### src/rtl/amba3_apb_sram_slave.sv
// AMBA 3 APB slave fronting a word-addressed SRAM bank with programmable wait states.
// Tracks completed transfers and flags out-of-range accesses (sticky until reset).
module amba3_apb_sram_slave #(
  parameter int                    ADDR_SIZE   = 32,
  parameter int                    DATA_SIZE   = 32,
  parameter int                    DEPTH       = 16,
  parameter logic [ADDR_SIZE-1:0]  BASE_ADDR   = '0,
  parameter int                    WAIT_CYCLES = 0
) (
  input  logic                 pclk,
  input  logic                 preset,
  input  logic [ADDR_SIZE-1:0] paddr,
  input  logic                 psel,
  input  logic                 penable,
  input  logic                 pwrite,
  input  logic [DATA_SIZE-1:0] pwdata,
  output logic                 pready,
  output logic [DATA_SIZE-1:0] prdata,
  output logic                 oor_flag,
  output logic [15:0]          xfer_count
);

  localparam int BYTES   = DATA_SIZE / 8;
  localparam int IDX_LSB = $clog2(BYTES);
  localparam int IDX_W   = $clog2(DEPTH);
  localparam logic [ADDR_SIZE:0] SPAN = (ADDR_SIZE+1)'(DEPTH * BYTES);

  typedef enum logic [1:0] {S_IDLE, S_WAIT, S_ACCESS} state_t;

  state_t               r_state, w_state_nxt;
  logic [DATA_SIZE-1:0] r_mem [DEPTH];
  logic [IDX_W-1:0]     r_idx;
  logic                 r_in_range;
  logic                 r_write;
  logic [3:0]           r_cnt;
  logic                 r_pready;
  logic [DATA_SIZE-1:0] r_prdata;
  logic                 r_oor;
  logic [15:0]          r_xfer_count;

  logic [ADDR_SIZE:0]   w_off;
  logic                 w_in_range;
  logic [IDX_W-1:0]     w_idx;
  logic [IDX_W-1:0]     w_rd_idx;
  logic                 w_rd_ok;
  logic                 w_setup;
  logic                 w_load;
  logic                 w_done;
  logic                 w_abort;

  // Offset wraps to a huge value when paddr < BASE_ADDR, so one compare covers both bounds.
  assign w_off      = {1'b0, paddr} - {1'b0, BASE_ADDR};
  assign w_in_range = (w_off < SPAN);
  assign w_idx      = paddr[IDX_LSB +: IDX_W];
  assign w_setup    = psel && !penable;

  // With no wait states, read data is loaded on the setup edge straight from the bus address.
  assign w_rd_idx = (r_state == S_IDLE) ? w_idx : r_idx;
  assign w_rd_ok  = (r_state == S_IDLE) ? (w_in_range && !pwrite) : (r_in_range && !r_write);

  always_comb begin
    w_state_nxt = r_state;
    w_load      = 1'b0;
    w_done      = 1'b0;
    w_abort     = 1'b0;
    case (r_state)
      S_IDLE: begin
        if (w_setup) begin
          if (WAIT_CYCLES == 0) begin
            w_state_nxt = S_ACCESS;
            w_load      = 1'b1;
          end else begin
            w_state_nxt = S_WAIT;
          end
        end
      end
      S_WAIT: begin
        if (!psel) begin
          w_state_nxt = S_IDLE;
          w_abort     = 1'b1;
        end else if (penable && r_cnt == 4'd1) begin
          w_state_nxt = S_ACCESS;
          w_load      = 1'b1;
        end
      end
      S_ACCESS: begin
        if (!psel) begin
          w_state_nxt = S_IDLE;
          w_abort     = 1'b1;
        end else if (penable && r_pready) begin
          w_state_nxt = S_IDLE;
          w_done      = 1'b1;
        end
      end
      default: w_state_nxt = S_IDLE;
    endcase
  end

  always_ff @(posedge pclk or posedge preset) begin
    if (preset) r_state <= S_IDLE;
    else        r_state <= w_state_nxt;
  end

  always_ff @(posedge pclk or posedge preset) begin
    if (preset) begin
      r_idx        <= '0;
      r_in_range   <= 1'b0;
      r_write      <= 1'b0;
      r_cnt        <= '0;
      r_pready     <= 1'b0;
      r_prdata     <= '0;
      r_oor        <= 1'b0;
      r_xfer_count <= '0;
      for (int unsigned i = 0; i < DEPTH; i++) r_mem[i] <= '0;
    end else begin
      if (r_state == S_IDLE && w_setup) begin
        r_idx      <= w_idx;
        r_in_range <= w_in_range;
        r_write    <= pwrite;
        r_cnt      <= 4'(WAIT_CYCLES);
      end
      if (r_state == S_WAIT && psel && penable) r_cnt <= r_cnt - 4'd1;
      if (w_load) begin
        r_pready <= 1'b1;
        r_prdata <= w_rd_ok ? r_mem[w_rd_idx] : '0;
      end
      if (w_done) begin
        if (r_write && r_in_range) r_mem[r_idx] <= pwdata;
        if (!r_in_range) r_oor <= 1'b1;
        r_xfer_count <= r_xfer_count + 16'd1;
      end
      if (w_done || w_abort) begin
        r_pready <= 1'b0;
        r_prdata <= '0;
      end
    end
  end

  assign pready     = r_pready;
  assign prdata     = r_prdata;
  assign oor_flag   = r_oor;
  assign xfer_count = r_xfer_count;

endmodule

### config.mk
export PLATFORM = sky130hd
export DESIGN_NAME = amba3_apb_sram_slave
export DESIGN_NICKNAME = d
export VERILOG_FILES = /design/src/rtl/amba3_apb_sram_slave.sv
export SDC_FILE = /design/constraint.sdc
export NUM_CORES = 1
export LEC_CHECK = 0
export ABC_AREA = 1
export CAP_MARGIN = 30
export CORE_ASPECT_RATIO = 2
export CORE_UTILIZATION = 30
export DETAILED_ROUTE_END_ITERATION = 8
export PLACE_DENSITY = 0.44
export SYNTH_ARGS = -nofsm -noshare
export SYNTH_HDL_FRONTEND = slang
export SYNTH_SLANG_ARGS = --single-unit
### constraint.sdc
create_clock -name pclk -period 27.4 [get_ports pclk]
set_clock_uncertainty 0.1 [all_clocks]
set_input_delay 8.22 -clock pclk [delete_from_list [all_inputs] [get_ports pclk]]
set_output_delay 8.22 -clock pclk [all_outputs]
set_load 0.005 [all_outputs]
==> results_dict.tcl, run 1 <==
set metrics [dict create \
    status "finished, final reports clean" \
    end_kind "flip-flop" \
    cts_max_path_buffers 3 \
    rsz0062_at_grt "no" \
    crit_type "primary input to flip-flop" \
    min_path_cells 2 \
    critPathSlowestCell "buf_4" \
    setup_violations 0 \
    drtIter0Drc 2030 \
    power.net_switching_mw 0.834 \
    synth-seq-cells 569 \
    max-slew-margin-rel_pct 31.7 \
    pwr-share-seq_pct 37.3 \
    syn_area_per_cell_um2 8.14 \
    htreeDepth 2 \
    clock_sinks 569 \
    switching_share_pct 36.1 \
    place_congestion 0.765 \
    setup-tns-final_ns 0 \
    worst_ep_arrival_time_ns 11.56 \
    dp.cells 4090 \
    p_leak_nw 12.9 \
    holdWs_ns 0.379 \
    netlist_area_mm2 0.0253 \
    core_area_mm2 0.0835 \
    grt_overflow 0 \
    yosysSeqAreaShare_pct 56.2 \
    fp.dieH_um 413 \
    hold_violations 0 \
    grt_pass1_vias 21300 \
    path_cells "clkdlybuf4s50_1 -> nand2_1 -> o21ai_4 -> buf_4 -> buf_4 -> nand3_1 -> nand3_1 -> nand3_1 -> nand3_1 -> nand2_1" \
    firstDrtPassIters 6 \
    n_antenna_cell 0 \
    min_to "prdata[5]" \
    syn_inst 3110 \
    cap_violations 0 \
    max_freq_ghz 0.0895 \
    io_buffers 116 \
    cts_resized 0 \
    powerDensity_mw_per_mm2 78.7 \
    finalNonFillerCells 4192 \
    regToRegEndpoint "prdata[14]" \
    clk_pin_slew_ns 0.06 \
    dr_total_vias 21600 \
    grt_pass1_wl_um 132000 \
    crit_path_max_incr_delay_ns 0.86 \
    synth_cell_types 28 \
    p_int_mw 1.48 \
    dp_slack_ns 15.00 \
    grt_antenna_before_repair 1 \
    reg2reg_slack_ns 23.22 \
    pwr-share-clk_pct 34.5 \
    critPathLaunchType "primary input" \
    cts_setup_buffers 0 \
    clkLatencyLatePin_ns 0.61 \
    worstMarginPinSlew_ns 1.02 \
    syn2layout_area_growth_pct 16.0 \
    ios 119 \
    hp-start "prdata[5]" \
    grt_usage_pct 20.2 \
    rows 150 \
    ys_warn_count 0 \
    cts_buffers 53 \
    grt_max_degree 129 \
    min_period_over_period_pct 40.8 \
    cp_max_fo 64 \
    critPathRequiredTime_ns 27.79 \
    cp_common_cell "nand3_1" \
    routed_via_density 5.16 \
    fp.dieArea_mm2 0.0857 \
    route.detailed.drc 0 \
    period_needed_ns 11.17 \
    drive_gt1_share_pct 5.50 \
    cts_tree "yes" \
    routed_wl_um 86100 \
    die_w_um 207 \
    peakVddDrop_mv 0.0613 \
    routedWlPerCell_um 20.5 \
    reg2reg_from "r_state[1]" \
    start_util_pct 30.3 \
    power_frac_comb_pct 28.2 \
    cts-root-buf "clkbuf_16" \
    fin_ws_ns 16.23 \
    antenna_left 0 \
    worst_hold_path_type "flip-flop to flip-flop" \
    dp_hpwl_um 47600 \
    nets 3155 \
    reg2regPathDepth 9 \
    cts_hold_buf 0 \
    syn-num-nets 3180 \
    drv_slew 0 \
]
registers in the layout, indices dropped and copies added (netlist names), 4 cells and up:
name and cells:
prdata 32, xfer_count 16, r_idx 4, r_mem 512
cell usage after synthesis:
master / instances / area share [%]
inv_2: 3 / 0.044
inv_1: 73 / 1.1
and2_1: 1 / 0.025
dfrtp_1: 569 / 56
nor2_1: 29 / 0.43
nor3_2: 1 / 0.040
ha_1: 1 / 0.049
clkbuf_1: 169 / 2.5
nand4_1: 5 / 0.12
o21a_1: 1 / 0.030
nand4_2: 3 / 0.15
nor3_1: 6 / 0.12
buf_1: 25 / 0.37
nand2_2: 3 / 0.074
xor2_1: 7 / 0.24
nand3b_1: 2 / 0.059
nand2_1: 1107 / 16
xnor2_1: 5 / 0.17
buf_2: 50 / 0.99
or2_2: 1 / 0.025
o21bai_1: 1 / 0.030
nor2_4: 1 / 0.044
o21ai_1: 157 / 3.1
nand3_1: 519 / 10
a21oi_1: 2 / 0.040
o21ai_0: 366 / 7.2
nor3_4: 1 / 0.064
nand3_2: 2 / 0.079
routing by layer:
layer | vias up | wire length [µm] | GRT usage [%]
met4 | 0 | 3340 | 8.14
met3 | 152 | 3440 | 1.82
met2 | 625 | 45000 | 38.1
li1 | 10100 | - | -
met1 | 10700 | 34400 | 23.4
met5 | - | 0 | 0
logic make-up (layout without fill, tap and decap cells):
logic type	Yosys count	after routing	share of synthesized area, %
XOR/XNOR	12	12	0.415
AND/OR/NAND/NOR	1681	1681	27.9
flip-flops	569	569	56.2
adder cells (fa/ha/maj)	1	1	0.0494
buffers and inverters	320	338	4.99
AO/OA/AOI/OAI	527	527	10.4
cell type report:
type	count	area [µm²]
sequential	569	14200
clock inverter	23	322
fill	8597	54100
multi-input combinational	2221	9960
tap	1064	1330
timing repair buffer	164	1700
inverter	76	293
clock buffer	75	1540
worst max-delay path: cells and delay by family:
kind,cells,cell delay [ns]
AOI/OAI and AO/OA,1,0.22
buffers and inverters,3,2.19
and+or+nand+nor,6,0.81
power groups by stage:
stage          Combinational [mW]  Clock [mW]  Sequential [mW]
6_report                    0.652       0.798            0.864
5_1_grt                     0.711       0.854            0.864
4_1_cts                     0.657       0.826            0.864
3_5_place_dp                0.655           0            0.880
3_3_place_gp                0.645           0            0.879
2_1_floorplan               0.415           0            0.870
per-stage QoR:
| stage | area (µm²) | utilization, % | total power [mW] |
|---|---|---|---|
| after floorplan | 25300 | - | 1.29 |
| after global placement | 27300 | 32.7 | 1.52 |
| after detailed placement | 27400 | 32.8 | 1.54 |
| after CTS | 29300 | 35.1 | 2.35 |
| after global routing | 29400 | 35.2 | 2.43 |
| final | 29400 | 35.2 | 2.31 |
cell usage in the layout, fill, tap and decap left out, drive strengths merged, types with 7 or more instances in the layout:
cell type,instances
buf,48
bufinv,7
clkbuf,75
clkdlybuf4s50,116
clkinv,14
dfrtp,569
inv,76
nand2,1110
nand3,521
nand4,8
nor2,30
nor3,8
o21ai,523
xor2,7
how the worst max path moves through the flow:
stage	to	slack [ns]	startpoint
6_report	prdata[14]	16.23	paddr[3]
5_1_grt	r_mem[161]	15.84	preset
3_3_place_gp	prdata[4]	14.85	preset
2_1_floorplan	oor_flag	3.16	preset
4_1_cts	r_mem[222]	15.66	preset
3_5_place_dp	r_mem[126]	15.00	preset
No activity file was read; power rests on OpenSTA's default activity.
==> run 2: changes to the inputs <==
==> constraint.sdc (replaced) <==
create_clock -name pclk -period 11.4 [get_ports pclk]
set_clock_uncertainty 0.1 [all_clocks]
set_input_delay 3.42 -clock pclk [delete_from_list [all_inputs] [get_ports pclk]]
set_output_delay 3.42 -clock pclk [all_outputs]
set_load 0.005 [all_outputs]
==> results_dict.tcl, run 2 (same netlist as run 1, synthesis figures left out) <==
set metrics [dict create \
    status "finished, final reports clean" \
    cts_resized 0 \
    reg2reg_slack_ns 7.26 \
    powerDensity_mw_per_mm2 186 \
    drtIter0Drc 2027 \
    nets 3147 \
    routed_wl_um 85500 \
    cts_max_path_buffers 3 \
    max_freq_ghz 0.161 \
    worst_ep_arrival_time_ns 6.68 \
    route.detailed.drc 0 \
    htreeDepth 2 \
    min_period_over_period_pct 54.6 \
    dr_total_vias 21400 \
    grt_pass1_wl_um 132000 \
    end_kind "flip-flop" \
    cap_violations 0 \
    drv_slew 0 \
    regToRegEndpoint "prdata[14]" \
    critPathLaunchType "primary input" \
    layout_common_cells "nand2_1, dfrtp_1, nand3_1" \
    firstDrtPassIters 5 \
    routed_via_density 5.11 \
    setup_violations 0 \
    ios 119 \
    largest_register_ffs 512 \
    rsz0062_at_grt "no" \
    cts_hold_buf 0 \
    cp_max_fo 111 \
    clock_sinks 569 \
    worstMarginPinSlew_ns 1.17 \
    antenna_left 0 \
    dp_hpwl_um 45200 \
    clkLatencyLatePin_ns 0.63 \
    grt_antenna_before_repair 2 \
    peakVddDrop_mv 0.278 \
    fp.dieArea_mm2 0.0857 \
    hold_violations 0 \
    start_util_pct 30.3 \
    grt_overflow 0 \
    grt_pass1_vias 21200 \
    cts-root-buf "clkbuf_16" \
    die_w_um 207 \
    p_leak_nw 12.8 \
    fp.dieH_um 413 \
    clk_pin_slew_ns 0.07 \
    cts_tree "yes" \
    setup-tns-final_ns 0 \
    worst_hold_path_type "flip-flop to flip-flop" \
    reg2regPathDepth 11 \
    grt_usage_pct 20.2 \
    critPathRequiredTime_ns 11.85 \
    max-slew-margin-rel_pct 21.8 \
    rows 150 \
    period_needed_ns 6.23 \
    drive_gt1_share_pct 5.00 \
    routedWlPerCell_um 20.4 \
    fin_ws_ns 5.17 \
    regMostFlops "r_mem" \
    crit_type "primary input to flip-flop" \
    crit_path_end "prdata[14]" \
    io_buffers 116 \
    place_congestion 0.726 \
    layout_commonest_cell "nand2_1" \
    cts_setup_buffers 0 \
    crit_start "paddr[2]" \
    syn2layout_area_growth_pct 15.0 \
    cts_buffers 53 \
    dp_slack_ns 4.50 \
    reg2reg_from "r_state[1]" \
    n_antenna_cell 0 \
    fin_util_pct 34.9 \
    core_area_mm2 0.0835 \
    grt_max_degree 185 \
]
-- run 2: worst max-delay path, stage by stage --
cell and delay [ns]:
clkdlybuf4s50_1 0.60, nand2_2 0.29, nand2_8 0.70, buf_4 0.56, buf_16 0.33, nand2_1 0.09
nand3_1 0.10, nand3_1 0.09, nand3_1 0.11, nand3_1 0.18, nand2_1 0.12
-- run 2: worst min path at each step --
stage / from / endpoint / slack [ns] / cells after the start
after floorplan: r_mem[126] / r_mem[126] / 0.34 / 2
after global placement: r_mem[254] / r_mem[254] / 0.36 / 2
after detailed placement: prdata[30] / prdata[30] / 0.37 / 2
after CTS: r_mem[254] / r_mem[254] / 0.38 / 2
after global routing: r_mem[207] / r_mem[207] / 0.40 / 2
final: prdata[30] / prdata[30] / 0.38 / 2
-- run 2: metal layers --
metal | vias up | track usage (%) | part of all wire (%)
li1 | 10100 | - | -
met1 | 10500 | 23.7 | 40
met2 | 629 | 37.3 | 51
met3 | 147 | 2.07 | 4.4
met4 | 2 | 8.53 | 4.2
met5 | - | 0 | 0.013
-- run 2: layout make-up --
| type | instances | area (µm²) |
|---|---|---|
| fillers | 8584 | 54400 |
| flip-flops and latches | 569 | 14200 |
| multi-input cells | 2221 | 9980 |
| repair buffers | 156 | 1620 |
| clock buffers | 83 | 1580 |
| well taps | 1064 | 1330 |
| inverters | 76 | 289 |
| clock inverters | 13 | 97.6 |
-- run 2: stage by stage --
step	std cells	instance area [µm²]	power [mW]	hold WS, ns
4_1_cts	4181	29100	5.49	0.383
5_1_grt	4182	29100	5.68	0.401
3_3_place_gp	4080	27300	3.68	0.359
3_5_place_dp	4085	27400	3.70	0.365
2_1_floorplan	3110	25300	3.09	0.344
6_report	4182	29100	5.41	0.377
-- run 2: power breakdown --
group          switching [mW]  internal [mW]  total (mW)  leakage [nW]
clock network           0.809          0.952        1.76         0.827
registers              0.0424           2.04        2.08          7.92
logic                    1.16          0.412        1.57          4.01
total                    2.01           3.40        5.41          12.8
==> run 3: changes to the inputs <==
--- a/config.mk
+++ b/config.mk
@@ -10,7 +10,7 @@
 export CORE_ASPECT_RATIO = 2
 export CORE_UTILIZATION = 30
 export DETAILED_ROUTE_END_ITERATION = 8
-export PLACE_DENSITY = 0.44
+export PLACE_DENSITY = 0.46
 export SYNTH_ARGS = -nofsm -noshare
 export SYNTH_HDL_FRONTEND = slang
 export SYNTH_SLANG_ARGS = --single-unit
==> constraint.sdc (replaced) <==
create_clock -name pclk -period 5.6 [get_ports pclk]
set_clock_uncertainty 0.1 [all_clocks]
set_input_delay 1.68 -clock pclk [delete_from_list [all_inputs] [get_ports pclk]]
set_output_delay 1.68 -clock pclk [all_outputs]
set_load 0.005 [all_outputs]
==> results_dict.tcl, run 3 (same netlist as run 1, synthesis figures left out) <==
set metrics [dict create \
    critPathBufInv 2 \
    max_freq_ghz 0.259 \
    cts_resized 0 \
    route.detailed.drc 0 \
    fin_util_pct 35.4 \
    cts_max_path_buffers 3 \
    cts_hold_buf 0 \
    hold_violations 0 \
    p_leak_nw 12.9 \
    pwr-share-seq_pct 37.2 \
    drtIter0Drc 1951 \
    io_buffers 116 \
    layout_common_cells "nand2_1, dfrtp_1, nand3_1" \
    switching_share_pct 36.3 \
    htreeDepth 2 \
    crit_family "simple AND/OR/NAND/NOR gates" \
    rsz0062_at_grt "no" \
    p_int_mw 7.23 \
    power.net_switching_mw 4.13 \
    nets 3173 \
    antenna_left 0 \
    peakVddDrop_mv 0.243 \
    finalNonFillerCells 4213 \
    cts-root-buf "clkbuf_16" \
    dp.cells 4109 \
    cts_buffers 56 \
    path_cells "clkdlybuf4s50_1 -> nand2_1 -> nor2_4 -> nand3_2 -> nor3_4 -> nand2_2 -> buf_12 -> nand2_1 -> o21ai_1" \
    end_kind "flip-flop" \
    clock_sinks 569 \
    drv_slew 0 \
    drive_gt1_share_pct 6.00 \
    layout_commonest_cell "nand2_1" \
    clk_pin_slew_ns 0.06 \
    powerDensity_mw_per_mm2 384 \
    fp.dieH_um 413 \
    syn2layout_area_growth_pct 16.7 \
    grt_pass1_vias 21600 \
    critPathRequiredTime_ns 5.98 \
    cp_common_cell "nand2_1" \
    dr_total_vias 21600 \
    largest_register_ffs 512 \
    clkLatencyLatePin_ns 0.64 \
    die_w_um 207 \
    critPathLaunchType "primary input" \
    grt_antenna_before_repair 0 \
    rows 150 \
    critPathSlowestCell "nand2_2" \
    firstDrtPassIters 5 \
    power_frac_comb_pct 29.3 \
    cap_violations 0 \
    worst_ep_arrival_time_ns 4.24 \
    dp_hpwl_um 49800 \
    cts_setup_buffers 0 \
    status "finished, final reports clean" \
    pwr-share-clk_pct 33.6 \
    place_congestion 0.769 \
    routedWlPerCell_um 20.8 \
    cp_max_fo 38 \
    routed_wl_um 87500 \
    crit_type "primary input to flip-flop" \
    grt_usage_pct 20.7 \
    start_util_pct 30.3 \
    setup_violations 0 \
    crit_path_max_incr_delay_ns 0.56 \
    grt_max_degree 126 \
    core_area_mm2 0.0835 \
    routed_via_density 5.14 \
    worst_hold_path_type "flip-flop to flip-flop" \
    fp.dieArea_mm2 0.0857 \
    ios 119 \
    worstMarginPinSlew_ns 0.939 \
    period_needed_ns 3.85 \
    grt_pass1_wl_um 136000 \
    max-slew-margin-rel_pct 37.4 \
    grt_overflow 0 \
    cts_tree "yes" \
    min_period_over_period_pct 68.8 \
    regMostFlops "r_mem" \
]
-- run 3: final cells by class --
| class | instances | area, µm² |
|---|---|---|
| antenna | 1 | 2.50 |
| sequential | 569 | 14200 |
| clock buffer | 86 | 1680 |
| fill | 8544 | 54000 |
| inverter | 76 | 289 |
| tap | 1064 | 1330 |
| multi-input combinational | 2221 | 9950 |
| timing repair buffer | 179 | 1910 |
| clock inverter | 17 | 145 |
-- run 3: final timing paths --
path	to	slack (ns)	cells after the start	from
min reg2reg	prdata[23]	0.38	2	prdata[23]
min in group asynchronous	r_mem[56]	1.41	2	preset
max	r_mem[339]	1.75	9	penable
max reg2reg	r_mem[339]	2.46	8	r_state[1]
min	prdata[23]	0.38	2	prdata[23]
max in group asynchronous	r_mem[425]	2.87	3	preset
-- run 3: layer usage --
layer | track usage, % | wire [µm]
met1 | 24.4 | 35100
met2 | 39.1 | 46300
met3 | 1.61 | 3350
met4 | 7.14 | 2760
met5 | 0 | 0
-- run 3: tightest hold or removal path: stages, from the launching register on --
cell and delay (ns):
dfrtp_1 0.34, nand2_1 0.05, nand2_1 0.05
-- run 3: power by group through the flow --
stage               Sequential, mW  Combinational, mW  Clock (mW)
floorplan                     4.26               2.03           0
global route                  4.23               3.61        4.07
finish                        4.22               3.33        3.81
detailed placement            4.30               3.37           0
CTS                           4.22               3.37        3.93
global placement              4.30               3.33           0
-- run 3: per-stage QoR --
stage / TNS [ns] / instance area, µm² / setup WS (ns) / total power, mW / hold WS (ns)
4_1_cts: 0 / 29600 / 1.74 / 11.5 / 0.384
3_5_place_dp: 0 / 27700 / 1.10 / 7.67 / 0.365
5_1_grt: 0 / 29600 / 1.54 / 11.9 / 0.393
2_1_floorplan: -2235.95 / 25300 / -3.93 / 6.29 / 0.344
3_3_place_gp: 0 / 27600 / 1.11 / 7.63 / 0.359
6_report: 0 / 29600 / 1.75 / 11.4 / 0.380
